File: src/rtl/imm_gen_pkg.sv
// Shared types and constants for the pipelined immediate generator.
//   fmt_e     : 3-bit immediate format code.
//   OP_*      : RV32/RV64 major opcodes recognised by the decoder.
//   imm_res_t : decoded result held in the output and skid registers. The
//               fields are sized for the widest datapath; narrower configs
//               use the low XLEN bits.
package imm_gen_pkg;

    localparam int unsigned XLEN_MAX = 64;
    localparam int unsigned INST_W   = 32;

    typedef enum logic [2:0] {
        FMT_NONE = 3'd0,
        FMT_I    = 3'd1,
        FMT_S    = 3'd2,
        FMT_B    = 3'd3,
        FMT_U    = 3'd4,
        FMT_J    = 3'd5,
        FMT_Z    = 3'd6
    } fmt_e;

    localparam logic [6:0] OP_LOAD   = 7'b0000011;
    localparam logic [6:0] OP_IMM    = 7'b0010011;
    localparam logic [6:0] OP_JALR   = 7'b1100111;
    localparam logic [6:0] OP_IMM32  = 7'b0011011;
    localparam logic [6:0] OP_SYSTEM = 7'b1110011;
    localparam logic [6:0] OP_STORE  = 7'b0100011;
    localparam logic [6:0] OP_BRANCH = 7'b1100011;
    localparam logic [6:0] OP_LUI    = 7'b0110111;
    localparam logic [6:0] OP_AUIPC  = 7'b0010111;
    localparam logic [6:0] OP_JAL    = 7'b1101111;

    typedef struct packed {
        logic [XLEN_MAX-1:0] imm;
        logic [XLEN_MAX-1:0] target;
        fmt_e                fmt;
        logic                illegal;
    } imm_res_t;

endpackage

File: src/rtl/imm_gen_pipe_if.sv
// Handshake bus of the immediate generator.
//   in_valid/in_ready/in_inst/in_pc          : instruction input channel.
//   out_valid/out_ready/out_imm/out_target/
//   out_fmt/out_illegal                      : decoded result channel.
//   master : the side that issues instructions and consumes results.
//   slave  : the immediate generator itself.
interface imm_gen_pipe_if #(
    parameter int unsigned XLEN = 32
);
    import imm_gen_pkg::*;

    logic              in_valid;
    logic              in_ready;
    logic [INST_W-1:0] in_inst;
    logic [XLEN-1:0]   in_pc;
    logic              out_valid;
    logic              out_ready;
    logic [XLEN-1:0]   out_imm;
    logic [XLEN-1:0]   out_target;
    fmt_e              out_fmt;
    logic              out_illegal;

    modport master (
        output in_valid, in_inst, in_pc, out_ready,
        input  in_ready, out_valid, out_imm, out_target, out_fmt, out_illegal
    );

    modport slave (
        input  in_valid, in_inst, in_pc, out_ready,
        output in_ready, out_valid, out_imm, out_target, out_fmt, out_illegal
    );

endinterface

File: src/rtl/imm_gen_pipe_extract.sv
// Combinational immediate extraction: (instruction, pc) -> imm_res_t.
//   i_inst : raw 32-bit instruction.
//   i_pc   : PC of i_inst.
//   o_res  : immediate, pc-relative target, format code and illegal flag.
module imm_extract
    import imm_gen_pkg::*;
#(
    parameter int unsigned XLEN = 32
) (
    input  logic [INST_W-1:0] i_inst,
    input  logic [XLEN-1:0]   i_pc,
    output imm_res_t          o_res
);

    logic [6:0]      w_opcode;
    fmt_e            w_fmt;
    logic            w_rel;
    logic [31:0]     w_imm32;
    logic [XLEN-1:0] w_imm;
    logic [XLEN-1:0] w_target;
    logic            w_unused_funct3;

    assign w_opcode        = i_inst[6:0];
    assign w_unused_funct3 = ^i_inst[13:12];

    // Opcode to format. Every recognised opcode ends in 2'b11, so compressed
    // encodings fall through to FMT_NONE.
    always_comb begin
        w_fmt = FMT_NONE;
        w_rel = 1'b0;
        case (w_opcode)
            OP_LOAD, OP_IMM, OP_JALR: w_fmt = FMT_I;
            OP_IMM32:  w_fmt = (XLEN == 64) ? FMT_I : FMT_NONE;
            OP_SYSTEM: w_fmt = i_inst[14] ? FMT_Z : FMT_I;
            OP_STORE:  w_fmt = FMT_S;
            OP_BRANCH: begin w_fmt = FMT_B; w_rel = 1'b1; end
            OP_LUI:    w_fmt = FMT_U;
            OP_AUIPC:  begin w_fmt = FMT_U; w_rel = 1'b1; end
            OP_JAL:    begin w_fmt = FMT_J; w_rel = 1'b1; end
            default:   ;
        endcase
    end

    // 32-bit immediate; Z is zero-extended here, so the later sign extension
    // to XLEN leaves it positive.
    always_comb begin
        w_imm32 = '0;
        case (w_fmt)
            FMT_I:   w_imm32 = {{20{i_inst[31]}}, i_inst[31:20]};
            FMT_Z:   w_imm32 = {27'd0, i_inst[19:15]};
            FMT_S:   w_imm32 = {{20{i_inst[31]}}, i_inst[31:25], i_inst[11:7]};
            FMT_B:   w_imm32 = {{19{i_inst[31]}}, i_inst[31], i_inst[7],
                                i_inst[30:25], i_inst[11:8], 1'b0};
            FMT_U:   w_imm32 = {i_inst[31:12], 12'd0};
            FMT_J:   w_imm32 = {{11{i_inst[31]}}, i_inst[31], i_inst[19:12],
                                i_inst[20], i_inst[30:21], 1'b0};
            default: w_imm32 = '0;
        endcase
    end

    assign w_imm    = XLEN'($signed(w_imm32));
    assign w_target = w_rel ? (i_pc + w_imm) : '0;

    assign o_res.imm     = XLEN_MAX'(w_imm);
    assign o_res.target  = XLEN_MAX'(w_target);
    assign o_res.fmt     = w_fmt;
    assign o_res.illegal = (w_fmt == FMT_NONE);

endmodule

File: src/rtl/imm_gen_pipe.sv
// Pipelined immediate generator: one decoded result per handshake, one cycle
// after the input transfer, with an optional 2-entry skid buffer.
//   clk : clock, rising edge.
//   rst : synchronous active-high reset; drops every held item.
//   bus : imm_gen_pipe_if slave (input instruction channel, output result channel).
// SKID=1 gives a registered in_ready; SKID=0 uses in_ready = ~out_valid | out_ready.
module imm_gen_pipe
    import imm_gen_pkg::*;
#(
    parameter int unsigned XLEN = 32,
    parameter bit          SKID = 1'b1
) (
    input logic           clk,
    input logic           rst,
    imm_gen_pipe_if.slave bus
);

    imm_res_t w_res;
    imm_res_t r_out;
    imm_res_t r_skid;
    imm_res_t w_out_nxt;
    imm_res_t w_skid_nxt;
    logic     r_out_valid;
    logic     r_skid_valid;
    logic     r_in_ready;
    logic     w_out_valid_nxt;
    logic     w_skid_valid_nxt;
    logic     w_load_out;
    logic     w_in_ready;
    logic     w_in_fire;

    imm_extract #(.XLEN(XLEN)) u_extract (
        .i_inst (bus.in_inst),
        .i_pc   (bus.in_pc),
        .o_res  (w_res)
    );

    // Output register can take a new item when empty or being drained.
    assign w_load_out = ~r_out_valid | bus.out_ready;
    assign w_in_ready = SKID ? r_in_ready : (~rst & w_load_out);
    assign w_in_fire  = bus.in_valid & w_in_ready;

    // Skid entry has priority over the input so order is preserved. With
    // SKID=0, in_ready equals w_load_out and the skid path is never entered.
    always_comb begin
        w_out_valid_nxt  = r_out_valid;
        w_out_nxt        = r_out;
        w_skid_valid_nxt = r_skid_valid;
        w_skid_nxt       = r_skid;
        if (w_load_out) begin
            if (r_skid_valid) begin
                w_out_valid_nxt  = 1'b1;
                w_out_nxt        = r_skid;
                w_skid_valid_nxt = 1'b0;
            end else begin
                w_out_valid_nxt = w_in_fire;
                if (w_in_fire) begin
                    w_out_nxt = w_res;
                end
            end
        end else if (w_in_fire) begin
            w_skid_valid_nxt = 1'b1;
            w_skid_nxt       = w_res;
        end
    end

    always_ff @(posedge clk) begin
        if (rst) begin
            r_out_valid  <= 1'b0;
            r_out        <= '0;
            r_skid_valid <= 1'b0;
            r_skid       <= '0;
            r_in_ready   <= 1'b0;
        end else begin
            r_out_valid  <= w_out_valid_nxt;
            r_out        <= w_out_nxt;
            r_skid_valid <= w_skid_valid_nxt;
            r_skid       <= w_skid_nxt;
            r_in_ready   <= ~w_skid_valid_nxt;
        end
    end

    assign bus.in_ready    = w_in_ready;
    assign bus.out_valid   = r_out_valid;
    assign bus.out_imm     = r_out.imm[XLEN-1:0];
    assign bus.out_target  = r_out.target[XLEN-1:0];
    assign bus.out_fmt     = r_out.fmt;
    assign bus.out_illegal = r_out.illegal;

    // Upper halves of the shared struct are always zero on narrow datapaths.
    if (XLEN < XLEN_MAX) begin : g_pad
        logic w_unused_hi;
        assign w_unused_hi = ^{r_out.imm[XLEN_MAX-1:XLEN], r_out.target[XLEN_MAX-1:XLEN]};
    end

endmodule

File: src/flat_wrapper.sv
// flat-port wrapper written by rule: the top's interface ports become plain ports
module imm_gen_pipe_flat import imm_gen_pkg::*;
#(
    parameter int unsigned XLEN = 32,
    parameter bit          SKID = 1'b1
)
  (clk, rst, bus_in_valid, bus_in_inst, bus_in_pc, bus_out_ready, bus_in_ready, bus_out_valid, bus_out_imm, bus_out_target, bus_out_fmt, bus_out_illegal);
  imm_gen_pipe_if #(.XLEN(XLEN)) bus_i ();
  input logic clk;
  input logic rst;
  input wire logic [$bits(bus_i.in_valid)-1:0] bus_in_valid;
  input wire logic [$bits(bus_i.in_inst)-1:0] bus_in_inst;
  input wire logic [$bits(bus_i.in_pc)-1:0] bus_in_pc;
  input wire logic [$bits(bus_i.out_ready)-1:0] bus_out_ready;
  output wire logic [$bits(bus_i.in_ready)-1:0] bus_in_ready;
  output wire logic [$bits(bus_i.out_valid)-1:0] bus_out_valid;
  output wire logic [$bits(bus_i.out_imm)-1:0] bus_out_imm;
  output wire logic [$bits(bus_i.out_target)-1:0] bus_out_target;
  output wire logic [$bits(bus_i.out_fmt)-1:0] bus_out_fmt;
  output wire logic [$bits(bus_i.out_illegal)-1:0] bus_out_illegal;
  assign bus_i.in_valid = bus_in_valid;
  assign bus_i.in_inst = bus_in_inst;
  assign bus_i.in_pc = bus_in_pc;
  assign bus_i.out_ready = bus_out_ready;
  assign bus_in_ready = bus_i.in_ready;
  assign bus_out_valid = bus_i.out_valid;
  assign bus_out_imm = bus_i.out_imm;
  assign bus_out_target = bus_i.out_target;
  assign bus_out_fmt = bus_i.out_fmt;
  assign bus_out_illegal = bus_i.out_illegal;
  imm_gen_pipe #(.XLEN(XLEN), .SKID(SKID)) u_core (.clk(clk), .rst(rst), .bus(bus_i));
endmodule
File: config.mk
export PLATFORM = sky130hd
export DESIGN_NAME = imm_gen_pipe_flat
export DESIGN_NICKNAME = d
export VERILOG_FILES = /design/src/rtl/imm_gen_pkg.sv /design/src/rtl/imm_gen_pipe_if.sv /design/src/rtl/imm_gen_pipe_extract.sv /design/src/rtl/imm_gen_pipe.sv /design/src/flat_wrapper.sv
export SDC_FILE = /design/constraint.sdc
export NUM_CORES = 1
export LEC_CHECK = 0
export BUFFER_PORTS_ARGS = -buffer_cell sky130_fd_sc_hd__buf_2
export CORE_MARGIN = 8
export CORE_UTILIZATION = 62
export CTS_BUF_LIST = sky130_fd_sc_hd__clkbuf_4 sky130_fd_sc_hd__clkbuf_8
export CTS_CLUSTER_SIZE = 12
export DETAILED_ROUTE_END_ITERATION = 6
export GPL_TIMING_DRIVEN = 0
export PLACE_DENSITY_LB_ADDON = 0.2
export SYNTH_ARGS = -nofsm -noshare
export SYNTH_HDL_FRONTEND = slang
export SYNTH_SLANG_ARGS = --single-unit
File: constraint.sdc
create_clock -name clk -period 10.4 [get_ports clk]
set_input_delay 1.56 -clock clk [delete_from_list [all_inputs] [get_ports clk]]
set_output_delay 1.56 -clock clk [all_outputs]
set_load 0.03 [all_outputs]
# Yosys cells after proc, flatten, opt, wreduce, memory -nomap -nowiden
# Cells that the tools add are included.
[totals] wordCells=49 inputBits=68 regBits=139
[op_classes] n_eq_ne=15 n_mux=10 bitwise_logic=5 add_sub_neg=1 reduce_logical=7
[op_table] cell="100-bit 2-to-1 mux" count=2
[op_table] cell="32-bit one-hot mux with 6 select lines" count=1
[op_table] cell="32-bit adder" count=1
[op_table] cell="32-bit 2-to-1 mux" count=1
[op_table] cell="7-bit == test, second input constant" count=4
[op_table] cell="3-bit one-hot mux with 6 select lines" count=1
[op_table] cell="7-bit by 5-bit == test with 1-bit output, second input constant" count=2
[op_table] cell="7-bit by 6-bit == test with 1-bit output, second input constant" count=2
[op_table] cell="3-bit == test, second input constant" count=3
[op_table] cell="7-bit by 2-bit == test with 1-bit output, second input constant" count=1
[op_table] cell="3-bit by 2-bit == test with 1-bit output, second input constant" count=2
[op_table] cell="3-bit OR reduction" count=2
[op_table] cell="1-bit 2-to-1 mux" count=4
[op_table] cell="2-bit AND reduction" count=2
[op_table] cell="3-bit by 1-bit == test with 1-bit output, second input constant" count=1
[op_table] cell="3-bit logical NOT" count=1
[op_table] cell="3-bit 2-to-1 mux" count=1
[op_table] cell="1-bit inverter" count=3
[op_table] cell="2-bit nonzero test" count=1
[op_table] cell="2-bit OR reduction" count=1
[op_table] cell="1-bit AND" count=1
[op_table] cell="1-bit OR" count=1

# Depth between registers and ports, before layout
[logic_depth] ltp_word=9 ltp_mapped=20

# Hierarchy
# Synthesis repeated with hierarchy kept, for this count alone.
[hier_totals] cells_unflattened=1025 hier_area_um2=8309.2
[by_module_without_submodules] mod="imm_gen_pipe" cells_per_inst=619 area_each_um2=5605.4 n_inst=1
[by_module_without_submodules] mod="imm_extract" cells_per_inst=406 area_each_um2=2703.8 n_inst=1

# Worst setup path before layout
# Ideal clock, no wire load.
[synth_timing] path_type="input to register" from="in bus_in_inst[2]" to="reg u_core.r_out, in the netlist u_core.bus.out_target[31]" slack_ns=5.359 path_buffers=1 arrival_time_ns=4.953 t_required_ns=10.312 stages=18 path_cell_list="buf_2 or3b_1 a21oi_1 o21a_1 nor2_1 nor3_1 a222oi_1 inv_1 ha_1 a21o_1 a21oi_1 nand3b_1 a31o_1 a21oi_2 a31oi_4 a21oi_2 or4_4 a311oi_2"
[synth_rtl] element="start, declared" line_no="flat_wrapper.sv:12" text="input wire logic [$bits(bus_i.in_inst)-1:0] bus_in_inst;"
[synth_rtl] element="end signal, assigned" line_no="imm_gen_pipe.sv:76" text="r_out <= w_out_nxt;"
[synth_rtl] element="end, declared" line_no="imm_gen_pipe.sv:19" text="imm_res_t r_out;"

==> flow_metrics.env <==
export IMPL_status="finished clean"
export IMPL_track_usage=0.2963
export IMPL_grt_setup_unrepaired="no"
export IMPL_antennaDiodeCount=0
export IMPL_drt_iter0_drc=966
export IMPL_clock_sinks=139
export IMPL_critPathBufInv=3
export IMPL_path_clk_slew_ps=70
export IMPL_synth_area_top_cells="dfxtp_1, a21oi_1, nand2_1, nor2_1, ha_1"
export IMPL_r2r_cells=7
export IMPL_path_class="in2reg"
export IMPL_max_cap_violations=0
export IMPL_crit_reg2reg_launch="u_core.r_skid_valid"
export IMPL_syn_nets=1094
export IMPL_fp_dieW_um=126.1
export IMPL_seq_power_share=0.474
export IMPL_rows=40
export IMPL_arrival_ps=6000
export IMPL_finalNetCount=1246
export IMPL_cp_slowest_cell="nor4_2"
export IMPL_p_sw_frac=0.2864
export IMPL_irDropWorstVdd_uv=98.24
export IMPL_slew_headroom=0.4694
export IMPL_p_leak_uw=0.003748
export IMPL_synth_enable_flop_cells=0
export IMPL_flow_area_growth_from_synthesis_pct=16.34
export IMPL_p_int_uw=831.5
export IMPL_fill_cells=988
export IMPL_worstPathCellList="buf_2, buf_2, nor4_2, nor3_1, a222oi_1, inv_1, fa_1, a21oi_1, o211ai_1, and2_1, a221oi_1, o31ai_1, a31oi_1, xnor2_1, a221oi_1, nor3_1"
export IMPL_start_util=0.6306
export IMPL_ant_nets=0
export IMPL_synth_most_common_cell="nand2_1"
export IMPL_crit_family="compound AO/OA/AOI/OAI gates"
export IMPL_io_buffer_count=133
export IMPL_synth_main_ff_cell="dfxtp_1"
export IMPL_async_reset_ff_frac=0
export IMPL_grt_first_pass_wirelength_mm=37.94
export IMPL_start_kind="input port"
export IMPL_syn_inst=994
export IMPL_slowest_delay_ps=710
export IMPL_synth_seq_cells=139
export IMPL_syn_cell_area_um2=7511
export IMPL_postCtsSetupRepairBufs=0
export IMPL_drv_slew=0
export IMPL_wl_per_cell_um=18.37
export IMPL_min_to="u_core.bus.out_imm[3]"
export IMPL_end_kind="flip-flop"
export IMPL_cts_buffers=17
export IMPL_worstHoldStart="u_core.bus.out_imm[3]"
export IMPL_fin_cells=1303
export IMPL_setup_tns_ps=0
export IMPL_critPathMaxFanout=10
export IMPL_tightestPinTransition_ps=789.4
export IMPL_grt_antenna_before_repair=0
export IMPL_dp_cells=1274
export IMPL_power_density_nw_per_um2=133.3
export IMPL_drive_above_1_share=0.1618
export IMPL_timing_final_crit_share=0.5453
export IMPL_first_pass_iters=5
export IMPL_synth_top_area_share=0.3705
export IMPL_hold_depth=2
export IMPL_r2r_end="u_core.bus.out_target[29]"
export IMPL_clkPwrFrac=0.372
export IMPL_synth_cell_types=59
export IMPL_yosysTopAreaCell="dfxtp_1"
export IMPL_gr_total_overflow=0
export IMPL_finalWorstSetupSlack_ps=4729
export IMPL_fin_area_um2=8738
export IMPL_cts_max_path_buffers=2
export IMPL_insertion_delay_ps=460
export IMPL_die_area_um2=15890
export IMPL_core_um2=11910
export IMPL_die_h_um=126.1
export IMPL_cts_resized=0
export IMPL_cts_tree="built"
export IMPL_grt_pass1_vias=7437
export IMPL_cts_root_buf="clkbuf_8"
export IMPL_dpl_hpwl_mm=18.04
export IMPL_period_needed_ps=5671
export IMPL_vias_per_cell=6.140
export IMPL_grt_max_degree=17
export IMPL_num_vias=8000
export IMPL_regToRegSetupSlack_ps=7550
export IMPL_place_ws_ps=4507
export IMPL_yosys_top_cells_count="nand2_1, dfxtp_1, a21oi_1"
export IMPL_finalSetupViolations=0
export IMPL_hold_class="reg2reg"
export IMPL_yosysWarnings=0
export IMPL_syn_avg_cell_area_um2=7.556
export IMPL_power_switching_uw=333.7
export IMPL_cts_htree_levels=4
export IMPL_drt_total_wl_mm=23.94
export IMPL_place_area_um2=8361
export IMPL_fmax_ghz=0.1763
export IMPL_setup_worst_path_start="bus_in_inst[2]"
export IMPL_pin_count=138
export IMPL_place_gp_congestion=0.9843
export IMPL_yosysSeqAreaShare=0.3705
export IMPL_finalClockSkew_ps=8.604
export IMPL_drt_drc_violations_left=0
export IMPL_crit_required_ps=10720
export IMPL_cts_hold_buffers=0
export IMPL_timing_final_hold_violations=0
export IMPL_p_comb_frac=0.154
-- sequential cells by signal, summed over array words and instances (netlist names) --
register	count
u_core.r_skid	68
u_core.bus.out_imm	32
u_core.bus.out_target	32
u_core.bus.out_fmt	3
u_core.bus.in_ready	1
u_core.bus.out_illegal	1
u_core.bus.out_valid	1
u_core.r_skid_valid	1
-- layout by cell type (no fill, tap or decap), types with 23 or more instances in the layout --
master,count
buf_2,141
o21ai_0,45
clkbuf_1,58
nor3_1,25
ha_1,31
inv_1,35
dfxtp_1,139
nor2_1,116
o21ai_1,23
a211oi_1,39
a21oi_1,124
nand2_1,151
-- worst max path at each step --
stage / endpoint / slack (ps) / depth (start not counted)
finish: u_core.bus.out_target[16] / 4730 / 16
global route: u_core.bus.out_target[23] / 4530 / 16
CTS: u_core.bus.out_target[30] / 4940 / 16
detailed placement: u_core.bus.out_target[30] / 4510 / 16
global placement: u_core.bus.out_target[28] / 4510 / 16
floorplan: u_core.bus.out_target[31] / 5360 / 18
-- routing by layer --
| layer | vias to the layer above | track usage | wire [um] | part of all wire |
|---|---|---|---|---|
| li1 | 3797 | - | - | - |
| met1 | 3622 | 0.3750 | 9642 | 0.40 |
| met2 | 499 | 0.4584 | 10500 | 0.44 |
| met3 | 82 | 0.07131 | 2711 | 0.11 |
| met4 | 0 | 0.1571 | 1079 | 0.045 |
| met5 | - | 0 | 0 | 0 |
-- cell families (layout without fill, tap and decap cells) --
kind of cell	Yosys count	in the layout	share of synthesized area
AO/OA/AOI/OAI	325	325	0.2722
XOR/XNOR	31	31	0.03615
adder cells (fa/ha/maj)	32	32	0.05431
buffers and inverters	109	271	0.05681
flip-flops	139	139	0.3705
multiplexers	7	7	0.009329
AND/OR/NAND/NOR	351	351	0.2007
-- stage by stage --
stage / utilization / total power, uW / hold WS, ps
6_report: 0.7336 / 1165 / 448.2
5_1_grt: 0.7336 / 1204 / 462.1
4_1_cts: 0.7336 / 1160 / 451.0
3_5_place_dp: 0.7019 / 738.5 / 441.0
3_3_place_gp: 0.7019 / 736.9 / 435.2
2_1_floorplan: - / 678.9 / 432.0
-- tightest hold or removal path, delay by kind of cell (launching register included) --
family | cells | cell delay [ps]
and+or+nand+nor | 1 | 50
DFF | 1 | 310
AOI/OAI and AO/OA | 1 | 50
-- power by group through the flow --
| stage | combinational (uW) | clock [uW] | sequential [uW] |
|---|---|---|---|
| final | 180 | 433 | 552 |
| after global routing | 193 | 457 | 553 |
| after CTS | 176 | 432 | 552 |
| after detailed placement | 174 | 0 | 564 |
| after global placement | 173 | 0 | 564 |
| after floorplan | 92.4 | 0 | 586 |
-- final cells by class --
type / instances / area [um^2] / share of cell area
timing repair buffer: 133 / 665.6 / 0.07617
clock inverter: 7 / 93.84 / 0.01074
clock buffer: 22 / 284.0 / 0.03250
buffer: 73 / 291.5 / 0.03336
inverter: 36 / 135.1 / 0.01546
sequential: 139 / 2783 / 0.3184
tap: 147 / 183.9 / 0.02105
multi-input combinational: 746 / 4302 / 0.4923
No activity file was read; power rests on OpenSTA's default activity.
